`config.mk`:
```
export PLATFORM = sky130hd
export DESIGN_NAME = vga_fb_arbiter
export DESIGN_NICKNAME = d
export VERILOG_FILES = /design/src/rtl/fb_pkg.sv /design/src/rtl/fb_wr_fifo.sv /design/src/rtl/vga_fb_arbiter.sv
export SDC_FILE = /design/constraint.sdc
export NUM_CORES = 1
export LEC_CHECK = 0
export ABC_AREA = 1
export CORE_MARGIN = 1.5
export CORE_UTILIZATION = 54
export DETAILED_ROUTE_END_ITERATION = 10
export GPL_ROUTABILITY_DRIVEN = 0
export PLACE_DENSITY = 0.92
export SETUP_SLACK_MARGIN = 0.2
export SYNTH_ARGS = -nofsm -noshare
export SYNTH_HDL_FRONTEND = slang
export SYNTH_SLANG_ARGS = --single-unit
```
`constraint.sdc`:
```
create_clock -name i_clk_vga -period 2.4 [get_ports i_clk_vga]
set_input_delay 0.48 -clock i_clk_vga [delete_from_list [all_inputs] [get_ports i_clk_vga]]
set_output_delay 0.48 -clock i_clk_vga [all_outputs]
set_load 0.02 [all_outputs]
```
`src/rtl/fb_pkg.sv`:
```
// Shared frame-buffer definitions for the 480x360 serial display path.
package fb_pkg;

    localparam int ADDR_W    = 18;
    localparam int DATA_W    = 3;
    localparam int H_VISIBLE = 480;
    localparam int V_VISIBLE = 360;
    localparam int FB_WORDS  = H_VISIBLE * V_VISIBLE;

    // Owner of the single RAM port for the next cycle.
    typedef enum logic [1:0] {
        GNT_IDLE  = 2'd0,
        GNT_DISP  = 2'd1,
        GNT_WRITE = 2'd2
    } grant_t;

endpackage

```
`src/rtl/fb_wr_fifo.sv`:
```
// Small synchronous FIFO that buffers serial-side pixel writes until the
// display leaves the RAM port free. Full/empty come from the level counter.
module fb_wr_fifo #(
    parameter int ADDR_W     = fb_pkg::ADDR_W,
    parameter int DATA_W     = fb_pkg::DATA_W,
    parameter int FIFO_DEPTH = 4
) (
    input  logic                          i_clk,
    input  logic                          i_rst,
    input  logic                          i_push,
    input  logic [ADDR_W-1:0]             i_push_addr,
    input  logic [DATA_W-1:0]             i_push_data,
    input  logic                          i_pop,
    output logic [ADDR_W-1:0]             o_head_addr,
    output logic [DATA_W-1:0]             o_head_data,
    output logic [$clog2(FIFO_DEPTH):0]   o_level,
    output logic                          o_full,
    output logic                          o_empty
);
    import fb_pkg::*;

    localparam int PTR_W = $clog2(FIFO_DEPTH);
    localparam int LVL_W = PTR_W + 1;

    logic [ADDR_W-1:0] r_addrMem [FIFO_DEPTH];
    logic [DATA_W-1:0] r_dataMem [FIFO_DEPTH];
    logic [PTR_W-1:0]  r_wrPtr;
    logic [PTR_W-1:0]  r_rdPtr;
    logic [LVL_W-1:0]  r_level;

    // Storage is written on every accepted push; contents need no reset.
    always_ff @(posedge i_clk) begin
        if (i_push) begin
            r_addrMem[r_wrPtr] <= i_push_addr;
            r_dataMem[r_wrPtr] <= i_push_data;
        end
    end

    // Pointers wrap naturally because the depth is a power of two.
    always_ff @(posedge i_clk) begin
        if (i_rst) begin
            r_wrPtr <= '0;
            r_rdPtr <= '0;
            r_level <= '0;
        end else begin
            if (i_push) begin
                r_wrPtr <= r_wrPtr + 1'b1;
            end
            if (i_pop) begin
                r_rdPtr <= r_rdPtr + 1'b1;
            end
            case ({i_push, i_pop})
                2'b10:   r_level <= r_level + 1'b1;
                2'b01:   r_level <= r_level - 1'b1;
                default: r_level <= r_level;
            endcase
        end
    end

    assign o_head_addr = r_addrMem[r_rdPtr];
    assign o_head_data = r_dataMem[r_rdPtr];
    assign o_level     = r_level;
    assign o_full      = (r_level == LVL_W'(FIFO_DEPTH));
    assign o_empty     = (r_level == '0);

endmodule

```
`src/rtl/vga_fb_arbiter.sv`:
```
// Single-port frame-buffer arbiter: display reads always win the RAM port,
// buffered serial writes drain into the cycles the display leaves free.
module vga_fb_arbiter #(
    parameter int ADDR_W     = fb_pkg::ADDR_W,
    parameter int DATA_W     = fb_pkg::DATA_W,
    parameter int FIFO_DEPTH = 4
) (
    input  logic                          i_clk_vga,
    input  logic                          i_rst,
    input  logic                          i_disp_req,
    input  logic [ADDR_W-1:0]             i_disp_addr,
    output logic [DATA_W-1:0]             o_disp_data,
    output logic                          o_disp_valid,
    input  logic                          i_wr_valid,
    output logic                          o_wr_ready,
    input  logic [ADDR_W-1:0]             i_wr_addr,
    input  logic [DATA_W-1:0]             i_wr_data,
    output logic [ADDR_W-1:0]             o_mem_addr,
    output logic                          o_mem_we,
    output logic [DATA_W-1:0]             o_mem_wdata,
    input  logic [DATA_W-1:0]             i_mem_rdata,
    output logic [$clog2(FIFO_DEPTH):0]   o_fifo_level
);
    import fb_pkg::*;

    logic [ADDR_W-1:0]          w_headAddr;
    logic [DATA_W-1:0]          w_headData;
    logic [$clog2(FIFO_DEPTH):0] w_level;
    logic                       w_full;
    logic                       w_empty;
    logic                       w_wrReady;
    logic                       w_push;
    logic                       w_pop;
    grant_t                     w_grant;

    logic [ADDR_W-1:0]          r_memAddr;
    logic                       r_memWe;
    logic [DATA_W-1:0]          r_memWdata;
    logic [1:0]                 r_tag;

    // Readiness looks only at the registered level, so a same-cycle pop
    // never frees a slot for a push while full.
    assign w_wrReady = !w_full && !i_rst;
    assign w_push    = i_wr_valid && w_wrReady;
    assign w_pop     = (w_grant == GNT_WRITE);

    fb_wr_fifo #(
        .ADDR_W     (ADDR_W),
        .DATA_W     (DATA_W),
        .FIFO_DEPTH (FIFO_DEPTH)
    ) u_wrFifo (
        .i_clk       (i_clk_vga),
        .i_rst       (i_rst),
        .i_push      (w_push),
        .i_push_addr (i_wr_addr),
        .i_push_data (i_wr_data),
        .i_pop       (w_pop),
        .o_head_addr (w_headAddr),
        .o_head_data (w_headData),
        .o_level     (w_level),
        .o_full      (w_full),
        .o_empty     (w_empty)
    );

    // Fixed priority: display first, then a pending write, else idle.
    always_comb begin
        w_grant = GNT_IDLE;
        if (i_disp_req) begin
            w_grant = GNT_DISP;
        end else if (!w_empty) begin
            w_grant = GNT_WRITE;
        end
    end

    // Grant register drives the RAM port; idle keeps the last address.
    always_ff @(posedge i_clk_vga) begin
        if (i_rst) begin
            r_memAddr  <= '0;
            r_memWe    <= 1'b0;
            r_memWdata <= '0;
        end else begin
            case (w_grant)
                GNT_DISP: begin
                    r_memAddr <= i_disp_addr;
                    r_memWe   <= 1'b0;
                end
                GNT_WRITE: begin
                    r_memAddr  <= w_headAddr;
                    r_memWdata <= w_headData;
                    r_memWe    <= 1'b1;
                end
                default: begin
                    r_memWe <= 1'b0;
                end
            endcase
        end
    end

    // Two-stage tag lines up with the address register plus RAM latency.
    always_ff @(posedge i_clk_vga) begin
        if (i_rst) begin
            r_tag <= 2'b00;
        end else begin
            r_tag <= {r_tag[0], (w_grant == GNT_DISP)};
        end
    end

    assign o_disp_data  = i_mem_rdata;
    assign o_disp_valid = r_tag[1];
    assign o_wr_ready   = w_wrReady;
    assign o_mem_addr   = r_memAddr;
    assign o_mem_we     = r_memWe;
    assign o_mem_wdata  = r_memWdata;
    assign o_fifo_level = w_level;

endmodule

```
==> results.txt, run 1 <==
----------------------------------------------------
[Status]
  Outcome ... completed

[Global routing]
  Number of antenna violations at the first check in global routing ... 0
  Total gr overflow ... 0
  Number of global-route vias before repair ... 3823
  Global-route wire length before repair ... 17.7 mm
  Largest net degree at the start of global routing ... 31
  Total routing usage reported by global routing ... 23.8%

[Critical path]
  Max incr delay on CP ... 0.64 ns
  Critical Path, Cell by Cell ... clkdlybuf4s50_1
  Critical path startpoint category ... flip-flop
  Worst EP required ... 1.92 ns
  Crit-path leading delay family ... buffers and inverters
  Cell with the largest stage delay on the worst path ... sky130_fd_sc_hd__clkdlybuf4s50_1
  Critical path type ... reg2out
  Crit end category ... output pin
  Buf+Inv Stages, Crit Path ... 1
  Crit path max fanout ... 4
  Worst path arrival time ... 1.57 ns

[Final layout]
  Sequential standard cell area ... 0.00318 mm2
  Nets ... 672
  Antenna cells ... 0
  P&R area growth vs syn ... 27.5%
  Commonest cells after routing, fill and taps aside ... sky130_fd_sc_hd__nand2_1 (196), sky130_fd_sc_hd__nor2_1 (87), sky130_fd_sc_hd__edfxtp_1 (84), sky130_fd_sc_hd__inv_1 (68), sky130_fd_sc_hd__clkdlybuf4s50_1 (68)
  Multi-input combinational cell area ... 0.00144 mm2
  Number of fill cells ... 549
  Fraction of layout instances using a drive strength above 1 ... 8.37%
  Cell Count, Final, Fillers Out ... 744
  Most common library cell in the layout ignoring fill and taps ... sky130_fd_sc_hd__nand2_1

[Clock network]
  Clock-pin slew of the registers on the worst-case setup and hold paths ... 0.06 ns
  Post-CTS setup-driven buffer insertion count ... 0
  Worst skew pair latency ... 0.52 ns
  Post-CTS sizing ... 1
  TritonCTS sink count ... 117
  TritonCTS buffer count ... 17
  CTS Root Cell ... sky130_fd_sc_hd__clkbuf_8
  Number of hold buffers added after CTS ... 0
  Number of buffers between clock root and the deepest sink ... 2
  Clock tree from TritonCTS ... done
  Htree depth ... 4

[Placed design]
  # port buffers ... 69
  Number of cells in the design after placement ... 712
  Total half-perimeter wirelength after legalization and detailed placement ... 6.58 mm

[Synthesis]
  Post-synthesis average cell area ... 9.29 um2
  EDFF count, synth ... 84
  Library cells used by synthesis ... 20
  Fraction of synthesis flops using an asynchronous set or reset pin ... 0%
  Primary FF master, synth ... sky130_fd_sc_hd__edfxtp_1
  Number of flip-flops and latches in the synthesized netlist ... 117
  Gate Count Post-Synth ... 542
  Summed instance area of the synthesized netlist ... 0.00504 mm2
  Number of warnings issued by yosys ... 0
  Total nets after synthesis ... 594
  Seq/Total Area, Yosys ... 63.2%

[Run]
  Maxcap violations ... 0

[Detailed routing]
  Antenna violation net count after detailed routing ... 0
  Starting DRT DRC Count ... 303
  Detail-routed via count per cell ... 5.11
  Residual DRC count ... 0
  Pre-antenna DRT Iters ... 5
  Avg WL per Cell ... 15.0 um
  Via total after detailed routing ... 3799
  Routed Wire Length ... 11.1 mm

[Die]
  Placeable core region ... 0.00915 mm2
  Die Outline Area ... 0.00992 mm2
  Number of cell rows ... 35
  Starting density of the core ... 55.0%
  Die Width ... 99.6 um
  Number of placed I/O pins ... 76
  Die Y-Extent ... 99.6 um

[Timing]
  Fin crit share ... 85.5%
  Slew HR ... 66.0%
  Max-slew violation count ... 0
  TNS Setup ... 0 ns
  Pin slew with the least headroom to its limit ... 0.510 ns
  RSZ-0062 raised after global routing ... false
  Maximum achievable frequency ... 487 MHz
  Clock period minus final worst setup slack ... 2.05 ns
  Number of failing setup endpoints in the final timing report ... 0
  Worst clock skew on the final layout ... 0.0100 ns
  Number of endpoints with negative hold slack in the final report ... 0

[Pwr]
  Pwr per Cell Area ... 1040 mW/mm2
  Overall Power ... 6660 uW
  Worst-case vdd ir drop ... 0.501 mV
  Standby leakage power ... 0.00273 uW

[Hold path]
  Worst min-delay path class ... reg2reg

----------------------------------------------------
-- routing by layer --
layer / wire length (um) / up-vias / global-route usage (%)
li1: - / 1838 / -
met1: 4280 / 1711 / 26.1
met2: 5570 / 201 / 40.8
met3: 804 / 49 / 6.54
met4: 492 / 0 / 15.1
met5: 0 / - / 0
-- cells in the mapped netlist, types with 2 or more instances --
library cell,count,area (um2)
sky130_fd_sc_hd__nor2_1,87,327
sky130_fd_sc_hd__nand3_2,2,20.0
sky130_fd_sc_hd__o21ai_0,4,20.0
sky130_fd_sc_hd__inv_2,4,15.0
sky130_fd_sc_hd__buf_2,12,60.1
sky130_fd_sc_hd__nand2_1,196,736
sky130_fd_sc_hd__nand2_4,2,22.5
sky130_fd_sc_hd__inv_1,68,255
sky130_fd_sc_hd__nand3_1,10,50.1
sky130_fd_sc_hd__buf_4,3,22.5
sky130_fd_sc_hd__nor2_4,2,22.5
sky130_fd_sc_hd__dfxtp_1,33,661
sky130_fd_sc_hd__buf_6,5,56.3
sky130_fd_sc_hd__o21a_1,18,135
sky130_fd_sc_hd__edfxtp_1,84,2520
sky130_fd_sc_hd__ha_1,5,62.6
sky130_fd_sc_hd__a21oi_1,4,20.0
-- cell type report --
type	count	share of cell area, %
clock buffers	17	6.45
repair buffers	80	12.0
multi-input cells	332	22.4
clock inverters	15	3.17
flip-flops and latches	117	49.6
inverters	72	4.21
well taps	111	2.16
-- final timing paths --
path / startpoint / end / slack, ns / cells past startpoint
max reg2reg: u_wrFifo.o_level[0] / u_wrFifo.o_level[2] / 0.54 / 11
max: u_wrFifo.o_level[1] / o_fifo_level[1] / 0.35 / 1
min: r_tag[0] / r_tag[1] / 0.42 / 2
min reg2reg: r_tag[0] / r_tag[1] / 0.42 / 2
-- report_power, final --
| part | total (uW) | internal [uW] | switching [uW] | leakage (uW) |
|---|---|---|---|---|
| sequential | 2530 | 2370 | 161 | 0.00104 |
| combinational | 1520 | 589 | 933 | 0.00140 |
| clock | 2610 | 1690 | 916 | 0.000293 |
| total | 6660 | 4650 | 2010 | 0.00273 |
-- cell families after synthesis --
logic type,count (synthesis),share of synthesized area [%]
adders and majority gates,6,1.64
and+or+nand+nor,300,23.5
buffers and inverters,93,8.20
DFF,117,63.2
AOI/OAI and AO/OA,26,3.48
-- state kept, by name, summed over array words and instances (netlist names), named ones only --
| signal | count |
|---|---|
| o_mem_addr | 18 |
| o_mem_wdata | 3 |
| o_mem_we | 1 |
| r_tag | 2 |
| u_wrFifo.o_level | 3 |
| u_wrFifo.r_addrMem | 72 |
| u_wrFifo.r_dataMem | 12 |
| u_wrFifo.r_rdPtr | 2 |
| u_wrFifo.r_wrPtr | 2 |
-- metrics by stage --
stage	worst slack [ns]	area, um2	hold WS (ns)	utilization (%)
after floorplan	0.285	5040	0.388	-
after global placement	0.124	5810	0.395	63.5
after detailed placement	0.103	5810	0.404	63.5
after CTS	0.331	6420	0.426	70.2
after global routing	0.298	6420	0.467	70.2
final	0.348	6420	0.424	70.2
Power figures use the tool's default switching activity.
==> run 2, diff against run 1 <==
--- a/config.mk
+++ b/config.mk
@@ -6,11 +6,11 @@
 export NUM_CORES = 1
 export LEC_CHECK = 0
 export ABC_AREA = 1
-export CORE_MARGIN = 1.5
 export CORE_UTILIZATION = 54
 export DETAILED_ROUTE_END_ITERATION = 10
 export GPL_ROUTABILITY_DRIVEN = 0
 export PLACE_DENSITY = 0.92
+export RECOVER_POWER = 50
 export SETUP_SLACK_MARGIN = 0.2
 export SYNTH_ARGS = -nofsm -noshare
 export SYNTH_HDL_FRONTEND = slang
==> run 2 against run 1 <==
Utilization is 2.1 points higher. Sequential cell count stayed put. First-iteration DRC count is 5.0% lower. Via count is 2.2% higher. Power is 0.28% higher. Largest cell class unchanged.
==> results.txt, run 2 (synthesized netlist as in run 1, its figures left out) <==
----------------------------------------------------
[Die]
  Placeable core region ... 0.00889 mm2 (was 0.00915 mm2)
  Number of cell rows ... 34 (was 35)
  Starting density of the core ... 56.7% (was 55.0%)
  Die Width ... 98.6 um (was 99.6 um)
  Die Outline Area ... 0.00972 mm2 (was 0.00992 mm2)
  Number of placed I/O pins ... 76 (unchanged)
  Die Y-Extent ... 98.6 um (was 99.6 um)

[Final layout]
  Commonest cells after routing, fill and taps aside ... sky130_fd_sc_hd__nand2_1 (196), sky130_fd_sc_hd__nor2_1 (87), sky130_fd_sc_hd__edfxtp_1 (84), sky130_fd_sc_hd__inv_1 (70), sky130_fd_sc_hd__clkdlybuf4s50_1 (46) (was sky130_fd_sc_hd__nand2_1 (196), sky130_fd_sc_hd__nor2_1 (87), sky130_fd_sc_hd__edfxtp_1 (84), sky130_fd_sc_hd__inv_1 (68), sky130_fd_sc_hd__clkdlybuf4s50_1 (68))
  Most common library cell in the layout ignoring fill and taps ... sky130_fd_sc_hd__nand2_1 (unchanged)
  Nets ... 671 (was 672)
  P&R area growth vs syn ... 27.7% (was 27.5%)
  Number of fill cells ... 531 (was 549)
  Core occupancy in the finished layout ... 72.3% (was 70.2%)
  Top reg by flops ... u_wrFifo.r_addrMem (unchanged)
  Antenna cells ... 0 (unchanged)
  Fraction of layout instances using a drive strength above 1 ... 7.75% (was 8.37%)
  Flip-flop count of the largest register, all copies and words added ... 72 (unchanged)
  Fin area ... 0.00643 mm2 (was 0.00642 mm2)

[Timing]
  Max-slew violation count ... 0 (unchanged)
  TNS Setup ... 0 ns (unchanged)
  Number of failing setup endpoints in the final timing report ... 0 (unchanged)
  Fin crit share ... 87.9% (was 85.5%)
  Clock period minus final worst setup slack ... 2.11 ns (was 2.05 ns)
  RSZ-0062 raised after global routing ... false (unchanged)
  Pin slew with the least headroom to its limit ... 0.687 ns (was 0.510 ns)
  Maximum achievable frequency ... 474 MHz (was 487 MHz)
  Number of endpoints with negative hold slack in the final report ... 0 (unchanged)
  Worst clock skew on the final layout ... 0.00712 ns (was 0.0100 ns)
  Slew HR ... 54.2% (was 66.0%)
  Final worst-path setup slack ... 0.291 ns (was 0.348 ns)

[Detailed routing]
  Routed Wire Length ... 12.0 mm (was 11.1 mm)
  Avg WL per Cell ... 16.3 um (was 15.0 um)
  Detail-routed via count per cell ... 5.25 (was 5.11)
  Starting DRT DRC Count ... 288 (was 303)
  Via total after detailed routing ... 3882 (was 3799)
  Pre-antenna DRT Iters ... 5 (unchanged)
  Residual DRC count ... 0 (unchanged)
  Antenna violation net count after detailed routing ... 0 (unchanged)

[Pwr]
  Pwr per Cell Area ... 1040 mW/mm2 (about the same)
  Standby leakage power ... 0.00274 uW (was 0.00273 uW)
  Worst-case vdd ir drop ... 0.472 mV (was 0.501 mV)

[Run]
  Maxcap violations ... 0 (unchanged)

[Global routing]
  Largest net degree at the start of global routing ... 38 (was 31)
  Global-route wire length before repair ... 18.8 mm (was 17.7 mm)
  Total routing usage reported by global routing ... 26.0% (was 23.8%)
  Total gr overflow ... 0 (unchanged)
  Number of global-route vias before repair ... 3965 (was 3823)
  Number of antenna violations at the first check in global routing ... 0 (unchanged)

[Clock network]
  Post-CTS sizing ... 1 (unchanged)
  Worst skew pair latency ... 0.52 ns (about the same)
  Post-CTS setup-driven buffer insertion count ... 0 (unchanged)
  Number of hold buffers added after CTS ... 0 (unchanged)
  CTS Root Cell ... sky130_fd_sc_hd__clkbuf_8 (unchanged)
  Htree depth ... 4 (unchanged)
  Number of buffers between clock root and the deepest sink ... 2 (unchanged)
  TritonCTS sink count ... 117 (unchanged)
  TritonCTS buffer count ... 17 (unchanged)
  Clock-pin slew of the registers on the worst-case setup and hold paths ... 0.06 ns (about the same)
  Clock tree from TritonCTS ... done (unchanged)

[Critical path]
  Worst path arrival time ... 1.63 ns (was 1.57 ns)
  Crit end category ... output pin (unchanged)
  Critical path type ... in2out (was reg2out)
  Critical path startpoint category ... primary input (was flip-flop)
  Worst EP required ... 1.92 ns (about the same)
  Crit path max fanout ... 3 (was 4)

[Placed design]
  # port buffers ... 69 (unchanged)
  Total half-perimeter wirelength after legalization and detailed placement ... 6.51 mm (was 6.58 mm)
  Post-DP Area ... 0.00585 mm2 (was 0.00581 mm2)
  Worst-case setup slack after placement ... 0.127 ns (was 0.103 ns)

[Hold path]
  Worst min-delay path class ... reg2reg (unchanged)

[Status]
  Outcome ... completed (unchanged)

----------------------------------------------------
[run 2: worst paths after layout]
check | cells after the start | from | slack, ns | to
worst max-delay path | 3 | i_rst | 0.29 | o_wr_ready
worst min-delay path | 2 | r_tag[0] | 0.42 | r_tag[1]
worst max register to register | 6 | u_wrFifo.o_level[1] | 0.55 | u_wrFifo.r_addrMem[2][10]
worst min register to register | 2 | r_tag[0] | 0.42 | r_tag[1]
[run 2: where the power goes]
group	switching [uW]	internal [uW]
combinational	952	590
clock	977	1610
sequential	181	2370
total	2110	4570
[run 2: worst max-delay path: stages]
cell and delay [ns]:
sky130_fd_sc_hd__dlygate4sd3_1 0.59, sky130_fd_sc_hd__a21oi_1 0.20, sky130_fd_sc_hd__dlygate4sd2_1 0.36
[run 2: layer usage]
layer	routed length (um)	vias up	global-route usage (%)	share of wire, %
li1	-	1839	-	-
met1	4550	1791	28.8	38
met2	6030	196	44.4	50
met3	993	56	7.59	8.2
met4	465	0	15.8	3.9
met5	0	-	0	0
[run 2: stage by stage]
step	hold slack [ns]	cells	total power, uW
6_report	0.424	740	6680
5_1_grt	0.437	740	6930
4_1_cts	0.420	740	6680
3_5_place_dp	0.400	708	4050
3_3_place_gp	0.395	708	3970
2_1_floorplan	0.388	542	3520
[run 2: final cells by class]
cell class	count	area (um2)	area share [%]
Sequential cell	117	3180	49.5
Multi-Input combinational cell	332	1440	22.3
Inverter	72	270	4.20
Clock buffer	17	414	6.44
Clock inverter	15	195	3.04
Timing Repair Buffer	79	796	12.4
Tap cell	108	135	2.10
==> run 3, diff against run 2 <==
--- a/config.mk
+++ b/config.mk
@@ -6,12 +6,14 @@
 export NUM_CORES = 1
 export LEC_CHECK = 0
 export ABC_AREA = 1
+export CORE_ASPECT_RATIO = 2
 export CORE_UTILIZATION = 54
 export DETAILED_ROUTE_END_ITERATION = 10
 export GPL_ROUTABILITY_DRIVEN = 0
 export PLACE_DENSITY = 0.92
 export RECOVER_POWER = 50
 export SETUP_SLACK_MARGIN = 0.2
+export SKIP_LAST_GASP = 1
 export SYNTH_ARGS = -nofsm -noshare
 export SYNTH_HDL_FRONTEND = slang
 export SYNTH_SLANG_ARGS = --single-unit
==> run 3 against run 2 <==
Critical path depth up 3. Combinational power about the same. Clock skew about the same. Routed wire length down 3.2%. Non-clock buffer count up 3. Power up 0.75%. Die area up 0.24%. Setup slack better by 0.0055 ns. Maximum frequency up 0.26%. Global-route usage down 0.59 points. Via count down 0.26%. Critical endpoint is now u_wrFifo.r_addrMem[1][4].
==> results.txt, run 3 (synthesized netlist as in run 1, its figures left out) <==
----------------------------------------------------
[Status]
  Outcome ... completed (unchanged)

[Detailed routing]
  Via total after detailed routing ... 3872 (was 3882)
  Starting DRT DRC Count ... 301 (was 288)
  Avg WL per Cell ... 15.8 um (was 16.3 um)
  Routed Wire Length ... 11.7 mm (was 12.0 mm)
  Residual DRC count ... 0 (unchanged)
  Pre-antenna DRT Iters ... 7 (was 5)
  Detail-routed via count per cell ... 5.25 (about the same)
  Antenna violation net count after detailed routing ... 0 (unchanged)

[Final layout]
  Number of fill cells ... 558 (was 531)
  Sequential standard cell area ... 0.00318 mm2 (unchanged)
  P&R area growth vs syn ... 27.8% (was 27.7%)
  Commonest cells after routing, fill and taps aside ... sky130_fd_sc_hd__nand2_1 (196), sky130_fd_sc_hd__nor2_1 (86), sky130_fd_sc_hd__edfxtp_1 (84), sky130_fd_sc_hd__inv_1 (69), sky130_fd_sc_hd__clkdlybuf4s50_1 (45) (was sky130_fd_sc_hd__nand2_1 (196), sky130_fd_sc_hd__nor2_1 (87), sky130_fd_sc_hd__edfxtp_1 (84), sky130_fd_sc_hd__inv_1 (70), sky130_fd_sc_hd__clkdlybuf4s50_1 (46))
  Nets ... 674 (was 671)
  Most common library cell in the layout ignoring fill and taps ... sky130_fd_sc_hd__nand2_1 (unchanged)
  Top reg by flops ... u_wrFifo.r_addrMem (unchanged)
  Flip-flop count of the largest register, all copies and words added ... 72 (unchanged)
  Multi-input combinational cell area ... 0.00144 mm2 (about the same)
  Fraction of layout instances using a drive strength above 1 ... 6.94% (was 7.75%)

[Critical path]
  Critical path type ... in2reg (was in2out)
  Cell with the largest stage delay on the worst path ... sky130_fd_sc_hd__dlygate4sd3_1 (unchanged)
  Crit-path leading delay family ... buffers and inverters (unchanged)
  Crit path max fanout ... 8 (was 3)
  Worst path arrival time ... 2.15 ns (was 1.63 ns)
  Critical path startpoint category ... primary input (unchanged)
  Buf+Inv Stages, Crit Path ... 4 (was 2)
  Critical Path, Cell by Cell ... dlygate4sd3_1 > inv_1 > nand3_1 > clkbuf_1 > nor2_1 > clkbuf_1 (was dlygate4sd3_1 > a21oi_1 > dlygate4sd2_1)
  Worst EP required ... 2.45 ns (was 1.92 ns)
  Crit end category ... flip-flop (was output pin)
  Max incr delay on CP ... 0.58 ns (was 0.59 ns)
  Cell mode on critical path ... sky130_fd_sc_hd__clkbuf_1

[Global routing]
  Largest net degree at the start of global routing ... 40 (was 38)
  Total routing usage reported by global routing ... 25.4% (was 26.0%)
  Total gr overflow ... 0 (unchanged)
  Number of antenna violations at the first check in global routing ... 1 (was 0)
  Number of global-route vias before repair ... 3970 (was 3965)
  Global-route wire length before repair ... 18.5 mm (was 18.8 mm)

[Placed design]
  Worst-case setup slack after placement ... 0.0392 ns (was 0.127 ns)
  # port buffers ... 69 (unchanged)
  Total half-perimeter wirelength after legalization and detailed placement ... 7.41 mm (was 6.51 mm)

[Clock network]
  CTS Root Cell ... sky130_fd_sc_hd__clkbuf_16 (was sky130_fd_sc_hd__clkbuf_8)
  TritonCTS sink count ... 117 (unchanged)
  Number of buffers between clock root and the deepest sink ... 2 (unchanged)
  Worst skew pair latency ... 0.42 ns (was 0.52 ns)
  Clock-pin slew of the registers on the worst-case setup and hold paths ... 0.05 ns (was 0.06 ns)
  Htree depth ... 4 (unchanged)
  Clock tree from TritonCTS ... done (unchanged)
  Post-CTS setup-driven buffer insertion count ... 0 (unchanged)
  TritonCTS buffer count ... 17 (unchanged)

[Timing]
  Max-slew violation count ... 0 (unchanged)
  Slew HR ... 59.3% (was 54.2%)
  RSZ-0062 raised after global routing ... false (unchanged)
  Maximum achievable frequency ... 475 MHz (was 474 MHz)
  Pin slew with the least headroom to its limit ... 0.610 ns (was 0.687 ns)
  Fin crit share ... 87.7% (was 87.9%)
  Number of endpoints with negative hold slack in the final report ... 0 (unchanged)
  Final worst-path setup slack ... 0.296 ns (was 0.291 ns)
  TNS Setup ... 0 ns (unchanged)
  Clock period minus final worst setup slack ... 2.10 ns (was 2.11 ns)
  Worst clock skew on the final layout ... 0.00709 ns (was 0.00712 ns)
  Number of failing setup endpoints in the final timing report ... 0 (unchanged)

[Pwr]
  Standby leakage power ... 0.00273 uW (was 0.00274 uW)
  Worst-case vdd ir drop ... 0.775 mV (was 0.472 mV)
  Pwr per Cell Area ... 1050 mW/mm2 (was 1040 mW/mm2)

[Die]
  Die Width ... 70.3 um (was 98.6 um)
  Die Outline Area ... 0.00974 mm2 (was 0.00972 mm2)
  Number of cell rows ... 49 (was 34)
  Die Y-Extent ... 139 um (was 98.6 um)
  Placeable core region ... 0.00901 mm2 (was 0.00889 mm2)
  Number of placed I/O pins ... 76 (unchanged)
  Starting density of the core ... 55.9% (was 56.7%)

[Run]
  Maxcap violations ... 0 (unchanged)

[Hold path]
  Worst min-delay path class ... reg2reg (unchanged)

----------------------------------------------------
## run 3: where the power goes
part           total (uW)  internal [uW]  leakage (uW)  switching, uW
Sequential           2540           2370       0.00104            172
Clock                2670           1820      0.000295            849
Combinational        1520            588       0.00140            930
## run 3: layout make-up
| cell class | count | share of cell area (%) |
|---|---|---|
| sequential | 117 | 49.5 |
| multi-input combinational | 332 | 22.4 |
| timing repair buffer | 82 | 12.3 |
| clock buffer | 20 | 6.78 |
| inverter | 72 | 4.20 |
| clock inverter | 11 | 2.84 |
| tap | 102 | 1.98 |
| antenna | 1 | 0.0389 |
## run 3: worst register-to-register path, cell delays in order (launching register included)
cell and delay (ns):
sky130_fd_sc_hd__dfxtp_1 0.42, sky130_fd_sc_hd__nor2_4 0.07, sky130_fd_sc_hd__nand2_1 0.08, sky130_fd_sc_hd__nand3_1 0.10, sky130_fd_sc_hd__clkbuf_1 0.21, sky130_fd_sc_hd__nor2_1 0.19
sky130_fd_sc_hd__clkbuf_1 0.50
## run 3: path summary, 6_finish.rpt
path,start,end,slack [ns],depth (start not counted)
max,i_rst,u_wrFifo.r_addrMem[1][4],0.30,6
min,r_tag[0],r_tag[1],0.44,2
max reg2reg,u_wrFifo.o_level[1],u_wrFifo.r_addrMem[1][4],0.46,6
min reg2reg,r_tag[0],r_tag[1],0.44,2
## run 3: metal layers
layer	global-route usage (%)	vias to the layer above	routed length (um)
met4	16.2	0	418
met1	23.2	1790	3900
met2	46.3	198	6530
met3	8.28	44	807
li1	-	1840	-
met5	0	-	0
## run 3: per-stage QoR
stage | hold WS [ns] | cells | utilization [%] | power, uW | cell area (um2)
6_report | 0.441 | 737 | 71.4 | 6730 | 6440
5_1_grt | 0.461 | 737 | 71.4 | 7000 | 6440
4_1_cts | 0.439 | 736 | 71.7 | 6730 | 6460
3_5_place_dp | 0.426 | 705 | 64.9 | 4060 | 5850
3_3_place_gp | 0.405 | 705 | 64.9 | 3980 | 5850
2_1_floorplan | 0.388 | 542 | - | 3520 | 5040
## run 3: timing repair
action                     in CTS  in global routing
setup endpoints to repair       1                  0
resized for setup               1                  0
hold buffers                    0                  0
==> RTL edit, RTL diff (config.mk and constraints of run 1) <==
Reset style: asynchronous (`i_rst`), changed in 3 clocked blocks.
--- a/src/rtl/fb_wr_fifo.sv
+++ b/src/rtl/fb_wr_fifo.sv
@@ -39,3 +39,3 @@
     // Pointers wrap naturally because the depth is a power of two.
-    always_ff @(posedge i_clk) begin
+    always_ff @(posedge i_clk or posedge i_rst) begin
         if (i_rst) begin
--- a/src/rtl/vga_fb_arbiter.sv
+++ b/src/rtl/vga_fb_arbiter.sv
@@ -75,3 +75,3 @@
     // Grant register drives the RAM port; idle keeps the last address.
-    always_ff @(posedge i_clk_vga) begin
+    always_ff @(posedge i_clk_vga or posedge i_rst) begin
         if (i_rst) begin
@@ -99,3 +99,3 @@
     // Two-stage tag lines up with the address register plus RAM latency.
-    always_ff @(posedge i_clk_vga) begin
+    always_ff @(posedge i_clk_vga or posedge i_rst) begin
         if (i_rst) begin
Behaviour: differs if i_rst is asserted again (counterexample within 4 cycles, from zero or initial values and one cycle with i_rst high); with i_rst held inactive, the same outputs for 10 cycles.
==> RTL edit against run 1 <==
Highest routed layer unchanged. Sequential cell count decreased by 2. Worst setup slack got worse by 44 ps. Global-route usage increased by 2.5 points. Count of clock-buffer cells in the layout increased by 3. Wire length increased by 12%. Synthesized area increased by 3.4%. Total power increased by 17%. Final area increased by 3.2%.
==> RTL edit: results (changes against run 1) <==
grt_max_degree: 44  # was 31
drive_above_1_share_pct: 9.89  # was 8.37%
synth_compound_area_share_pct: 0.288  # was 3.48%
route.met2.wl_um: 6530  # was 5570 um
hpwl_um: 6760  # was 6580 um
synth_edf_count: 84  # unchanged
multi_input_area_share_pct: 19.6  # was 22.4%
grt_usage_pct: 26.3  # was 23.8%
met1_length_um: 4670  # was 4280 um
async_flop_share_pct: 27.0  # was 0%
synth_common_cells: "194 x nand2_1, 105 x inv_1, 84 x edfxtp_1, 42 x nand3_1, 31 x dfrtp_1"  # was 196 x nand2_1, 87 x nor2_1, 84 x edfxtp_1, 68 x inv_1, 33 x dfxtp_1
dr_wl_met3_um: 1030  # was 804 um
synth.distinct_cells: 26  # was 20
syn_area_per_cell_sq_um: 9.67  # was 9.29 sq um
synth_nets: 591  # was 594
cts_buffers: 17  # unchanged
antenna_found_initial: 0  # unchanged
r2r_start: "u_wrFifo.o_level[0]"  # unchanged
use_met3_pct: 7.32  # was 6.54%
fin_skew_ps: 9.31  # was 10.0 ps
buf_share_pct: 12.7  # was 12.0%
power.leakage_nw: 3.07  # was 2.73 nW
worst_slew_pin_slew_ps: 819  # was 510 ps
hp-start: "r_tag[0]"  # unchanged
wl_per_cell_um: 16.6  # was 15.0 um
yosysSeqAreaShare_pct: 63.3  # was 63.2%
post_cts_buffers: 1  # was 0
use_met2_pct: 45.1  # was 40.8%
crit_path_top_delay_cell: "clkdlybuf4s50_1"  # unchanged
buffers: 83  # was 80
grt_pass1_vias: 4137  # was 3823
clk_share_pct: 8.70  # was 9.62%
hold_class: "reg -> reg"  # unchanged
irDropWorstVdd_v: 0.000784  # was 0.000501 V
cts-resized-gates: 1  # unchanged
multi_input_gates: 279  # was 332
drtIter0Drc: 346  # was 303
ff_latch_area_sq_um: 3300  # was 3180 sq um
cts_sinks: 115  # was 117
synthTopCellsByArea: "edfxtp_1 48%, dfrtp_1 15%, nand2_1 14%"  # was edfxtp_1 50%, nand2_1 15%, dfxtp_1 13%
dpl.cell_count: 723  # was 712
fill_cells: 580  # was 549
finalNonFillerCells: 756  # was 744
grt_first_pass_wirelength_um: 20000  # was 17700 um
outcome: "finished, final reports clean"  # unchanged
met1_usage_pct: 30.5  # was 26.1%
num_vias: 3935  # was 3799
synth_adder_area_share_pct: 1.59  # was 1.64%
nNetsFinal: 666  # was 672
port_buffers: 69  # unchanged
startpoint: "u_wrFifo.o_level[2]"  # was u_wrFifo.o_level[1]
n_all_inverters: 118  # was 72
crit_arrival_ps: 1620  # was 1570 ps
synth_xor_area_share_pct: 0.672  # was 0%
clkbuf_count: 20  # was 17
ys_warn_count: 0  # unchanged
top_layer: "met4"  # unchanged
-- RTL edit: changes by cell type after synthesis, moves of 3 or more --
cell	delta
dfrtp_1	+31
inv_1	+37
clkinv_1	+9
nand4_1	+19
dfxtp_1	-33
nor2_1	-83
o21a_1	-18
a21oi_1	-3
buf_4	+8
nand3_1	+32
-- RTL edit: worst paths after layout --
path	to	slack, ps	depth (start not counted)
max in group asynchronous	o_mem_wdata[0]	1560	3
setup / recovery	o_fifo_level[2]	300	1
hold reg to reg	r_tag[1]	380	0
min in group asynchronous	o_mem_addr[0]	530	3
setup reg to reg	u_wrFifo.o_level[2]	420	12
hold / removal	r_tag[1]	380	0
-- RTL edit: power breakdown --
part / switching [mW] / internal (mW)
sequential: 0.219 / 2.51
combinational: 1.72 / 0.964
clock: 0.866 / 1.53
-- RTL edit: metrics by stage --
step	cell area [sq um]	setup slack (ps)
2_1_floorplan	5240	173
3_3_place_gp	6050	225
3_5_place_dp	6050	156
4_1_cts	6630	292
5_1_grt	6630	268
6_report	6630	305
